**config.mk**
```make
export PLATFORM = sky130hd
export DESIGN_NAME = mem_cmd_responder
export DESIGN_NICKNAME = d
export VERILOG_FILES = /design/src/rtl/mem_cmd_responder.sv
export SDC_FILE = /design/constraint.sdc
export NUM_CORES = 2
export LEC_CHECK = 0
export CORE_MARGIN = 2
export CORE_UTILIZATION = 25
export DETAILED_ROUTE_END_ITERATION = 8
export GPL_TIMING_DRIVEN = 1
export PLACE_DENSITY = 0.48
export SYNTH_ARGS = -nofsm -noshare
export SYNTH_HDL_FRONTEND = slang
export SYNTH_SLANG_ARGS = --single-unit
```
**constraint.sdc**
```tcl
create_clock -name clk -period 4.9 [get_ports clk]
set_input_delay 0.735 -clock clk [delete_from_list [all_inputs] [get_ports clk]]
set_output_delay 0.735 -clock clk [all_outputs]
set_load 0.02 [all_outputs]
```
**src/rtl/mem_cmd_responder.sv**
```systemverilog
// Memory-side responder for the CPU mem_cmd bus: word RAM plus LED register and switch port.
// Optional access counters are enabled with `define MEM_STATS_EN.
module mem_cmd_responder #(
  parameter int unsigned ADDR_W    = 9,
  parameter int unsigned DATA_W    = 16,
  parameter int unsigned RAM_WORDS = 256,
  parameter int unsigned LED_ADDR  = 'h100,
  parameter int unsigned SW_ADDR   = 'h140
) (
  input  logic              clk,
  input  logic              rst,
  input  logic [1:0]        mem_cmd,
  input  logic [ADDR_W-1:0] mem_addr,
  input  logic [DATA_W-1:0] write_data,
  output logic [DATA_W-1:0] read_data,
  output logic              rd_valid,
  input  logic [7:0]        sw_in,
  output logic [7:0]        led_out,
  output logic              bus_err
`ifdef MEM_STATS_EN
  ,
  output logic [15:0]       rd_count,
  output logic [15:0]       wr_count
`endif
);

  localparam int unsigned RAM_AW = (RAM_WORDS > 1) ? $clog2(RAM_WORDS) : 1;

  typedef enum logic [1:0] {
    CMD_NONE  = 2'b00,
    CMD_READ  = 2'b01,
    CMD_WRITE = 2'b10,
    CMD_RSVD  = 2'b11
  } cmd_e;

  logic [DATA_W-1:0] ram [RAM_WORDS];

  cmd_e              cmd;
  logic              hit_ram;
  logic              hit_led;
  logic              hit_sw;
  logic [RAM_AW-1:0] ram_idx;
  logic              rd_ok;
  logic              wr_ok;
  logic              err_c;
  logic [DATA_W-1:0] rd_mux;
  logic [7:0]        sw_meta;
  logic [7:0]        sw_sync;

  // Address decode; the RAM index is only used once the range check has passed.
  always_comb begin
    cmd     = cmd_e'(mem_cmd);
    hit_ram = ({1'b0, mem_addr} < (ADDR_W + 1)'(RAM_WORDS));
    hit_led = (mem_addr == ADDR_W'(LED_ADDR));
    hit_sw  = (mem_addr == ADDR_W'(SW_ADDR));
    ram_idx = mem_addr[RAM_AW-1:0];
    rd_ok   = hit_ram | hit_led | hit_sw;
    wr_ok   = hit_ram | hit_led;
    rd_mux  = '0;
    if (hit_ram) begin
      rd_mux = ram[ram_idx];
    end else if (hit_sw) begin
      rd_mux = DATA_W'(sw_sync);
    end else if (hit_led) begin
      rd_mux = DATA_W'(led_out);
    end
    err_c = ((cmd == CMD_READ) && !rd_ok) ||
            ((cmd == CMD_WRITE) && !wr_ok) ||
            (cmd == CMD_RSVD);
  end

  // Registered read path, LED register, switch synchronizer and sticky error.
  always_ff @(posedge clk) begin
    if (rst) begin
      read_data <= '0;
      rd_valid  <= 1'b0;
      led_out   <= '0;
      bus_err   <= 1'b0;
      sw_meta   <= '0;
      sw_sync   <= '0;
    end else begin
      sw_meta  <= sw_in;
      sw_sync  <= sw_meta;
      rd_valid <= (cmd == CMD_READ);
      if (cmd == CMD_READ) begin
        read_data <= rd_mux;
      end
      if ((cmd == CMD_WRITE) && hit_led) begin
        led_out <= write_data[7:0];
      end
      if (err_c) begin
        bus_err <= 1'b1;
      end
    end
  end

  // RAM array is never cleared; commands during reset are ignored.
  always_ff @(posedge clk) begin
    if (!rst && (cmd == CMD_WRITE) && hit_ram) begin
      ram[ram_idx] <= write_data;
    end
  end

`ifdef MEM_STATS_EN
  // Saturating counters of accepted (legal) accesses.
  always_ff @(posedge clk) begin
    if (rst) begin
      rd_count <= '0;
      wr_count <= '0;
    end else begin
      if ((cmd == CMD_READ) && rd_ok && (rd_count != 16'hFFFF)) begin
        rd_count <= rd_count + 16'd1;
      end
      if ((cmd == CMD_WRITE) && wr_ok && (wr_count != 16'hFFFF)) begin
        wr_count <= wr_count + 16'd1;
      end
    end
  end
`endif

endmodule

```
==> results.py <==
metrics = {
    "power": {
        "vdd_drop_max_v": 0.000314,
        "power_leakage_uw": 0.0578,
        "total_power_uw": 75500,
        "power_density_nw_per_um2": 400,
    },
    "sta": {
        "finalSetupTns_ps": 0,
        "period_share_pct": 82.7,
        "drv_slew": 0,
        "max_freq_ghz": 0.247,
        "hold_violations": 0,
        "rsz0062_at_grt": "no",
        "relSlewSlack_pct": 2.43,
        "tightestPinTransition_ps": 1460,
        "timing.hold.ws_ps": 142,
        "finalSetupViolCount": 0,
        "timing.final.ws_setup_ps": 850,
        "min_period_ps": 4050,
        "finClkSkew_ps": 85.5,
    },
    "critical_path": {
        "crit_chain": "clkdlybuf4s50_1, nand2b_1, nor3_1, o211ai_1, nor4_1, a221o_1",
        "r2r.worst_path.cells": 7,
        "reg2reg_to": "read_data[15]$_SDFFE_PP0P_",
        "cp-start-kind": "input pin",
        "end_kind": "flip-flop",
        "required_ps": 5880,
        "path_buf_inv": 1,
        "reg2reg_from": "ram[27][15]$_DFFE_PP_",
        "crit_family": "simple AND/OR/NAND/NOR gates",
        "reg2reg_slack_ps": 1310,
        "path_class": "input pin to flip-flop",
        "cp.arrival_ps": 5030,
        "crit_path_max_incr_delay_ps": 1230,
        "cp_max_fo": 10,
        "cp_slowest_cell": "nor3_1",
    },
    "floorplanning": {
        "core_area_um2": 632000,
        "die_x_um": 801,
        "num_rows": 292,
        "die_h_um": 801,
        "start_util_pct": 25.1,
        "die_area_um2": 642000,
        "num_io_pins": 63,
    },
    "logic_synthesis": {
        "yosysSeqAreaShare_pct": 78.0,
        "synth_top_family_by_area": "multiplexers",
        "synth-seq-cells": 4138,
        "synth_xor_xnor_area_share_pct": 0,
        "synth-edff-count": 4096,
        "synthFlopType": "edfxtp_1",
        "syn_area_per_cell_um2": 23.3,
        "synth_fa_ha_area_share_pct": 0,
        "async_reset_ff_share_pct": 0,
        "syn_nets": 6863,
        "synth_mux_area_share_pct": 17.6,
        "ys_types": 68,
        "synth_compound_area_share_pct": 1.42,
        "synth_area_um2": 159000,
        "synth_warnings": 0,
        "synthSimpleGateAreaFrac_pct": 1.65,
        "syn_inst": 6826,
    },
    "final_layout": {
        "final_common_cell": "edfxtp_1",
        "fill_cells": 60800,
        "drive_above_1_share_pct": 33.7,
        "multi_input_area_um2": 33600,
        "regArea_um2": 124000,
        "final_cells": 16300,
        "area.growth.synth_to_final_pct": 18.8,
        "mostFrequentLayoutCells": "edfxtp_1 (4,096), mux4_2 (1,117), buf_4 (560)",
        "nets": 7604,
    },
    "worst_hold_path": {
        "hp-class": "input pin to flip-flop",
        "min_from": "write_data[10]",
        "hold_end": "ram[152][10]$_DFFE_PP_",
        "hold_depth": 1,
    },
    "route": {
        "wl_per_cell_um": 30.3,
        "firstDrtPassIters": 9,
        "vias_per_cell": 4.75,
        "ant_nets": 0,
        "drt_iter0_markers": 9648,
        "route.detailed.drc": 0,
        "num_vias": 77600,
        "drt_wl_total_mm": 495,
    },
    "status": {
        "status": "completed",
    },
    "cts": {
        "cts_buffers": 425,
        "cts_root_buf": "clkbuf_16",
        "cts_resized": 0,
        "cts_tree": "yes",
        "clock_path_buffers": 4,
        "cts_setup_buffers": 0,
        "cts_sinks": 4138,
        "cts_hold_buf": 0,
        "cts_max_level": 5,
        "clk_latency_ps": 1050,
        "cts.clk_slew.worst_paths_ps": 60,
    },
    "global_routing": {
        "grt_max_degree": 177,
        "grt.overflow.total": 0,
        "track_usage_pct": 14.9,
        "grt_pass1_wl_mm": 674,
        "antenna_found_initial": 51,
        "grt_pass1_vias": 78600,
    },
    "placed_design": {
        "dpl.hpwl_mm": 309,
        "placedCellCount": 15500,
        "dp_slack_ps": -291,
        "gp_congestion": 0.907,
        "port_buffers": 62,
    },
    "run": {
        "max-cap-violations": 0,
    },
}
## cell type report
class	instances	share of cell area, %
Timing Repair Buffer	704	3.47
Multi-Input combinational cell	2294	17.8
Clock inverter	263	1.55
Clock buffer	517	5.88
Inverter	4	0.00796
Tap cell	8379	5.56
Antenna cell	47	0.0624
Sequential cell	4138	65.7
## cells in the mapped netlist, types with 31 or more instances
library cell / instances / area, um^2
a22oi_1: 98 / 736
buf_1: 32 / 120
buf_2: 170 / 851
buf_4: 60 / 450
clkbuf_1: 104 / 390
dfxtp_1: 42 / 841
edfxtp_1: 4096 / 123000
mux2i_1: 271 / 2710
mux4_2: 1117 / 25200
nand2_1: 74 / 278
nand3_1: 50 / 250
nor2_1: 328 / 1230
nor2b_1: 32 / 200
nor3_1: 31 / 155
o22ai_1: 37 / 231
## routing by layer
metal  GRT usage (%)  up-vias  share of wire (%)
met3            3.12      727                7.8
met1            20.0    42900                 41
li1                -    30800                  -
met2            24.3     3173                 48
met4            4.62       10                3.3
met5           0.334        -              0.012
## registers in the layout (all words and copies together), names as in the netlist
| register | flops |
|---|---|
| bus_err | 1 |
| led_out | 8 |
| ram | 4096 |
| rd_valid | 1 |
| read_data | 16 |
| sw_meta | 8 |
| sw_sync | 8 |
## per-stage QoR
step | area, um^2 | utilization (%)
final | 189000 | 29.8
after global routing | 189000 | 29.8
after CTS | 188000 | 29.8
after detailed placement | 174000 | 27.6
after global placement | 174000 | 27.6
after floorplan | 159000 | -
## cells by family after synthesis
group	after synthesis
flops	4138
simple gates	585
compound gates	310
mux	1399
buf+inv	394
## worst max-delay path by stage
stage	start	end	slack (ps)	cells after the start
CTS	mem_cmd[1]	read_data[2]$_SDFFE_PP0P_	860	7
detailed placement	mem_cmd[1]	read_data[2]$_SDFFE_PP0P_	-290	7
finish	mem_cmd[1]	read_data[10]$_SDFFE_PP0P_	850	6
global route	mem_cmd[1]	read_data[10]$_SDFFE_PP0P_	1140	6
global placement	mem_cmd[1]	read_data[4]$_SDFFE_PP0P_	-400	7
floorplan	mem_addr[0]	ram[117][0]$_DFFE_PP_	1110	11
## power by group
| group | internal, uW | switching, uW | leakage [uW] |
|---|---|---|---|
| clock network | 18600 | 14000 | 0.00678 |
| registers | 38900 | 55.4 | 0.0371 |
| logic | 1360 | 2520 | 0.0139 |
| total | 58900 | 16600 | 0.0578 |
## worst reg2reg max path: stages (launching register included)
cell and delay, ps:
edfxtp_1 360, mux4_2 460, mux2i_1 620, nor3_1 210
or4_1 530, a2111oi_0 740, nand4_1 240, o221a_1 270
(Power assumes the default switching activity.)
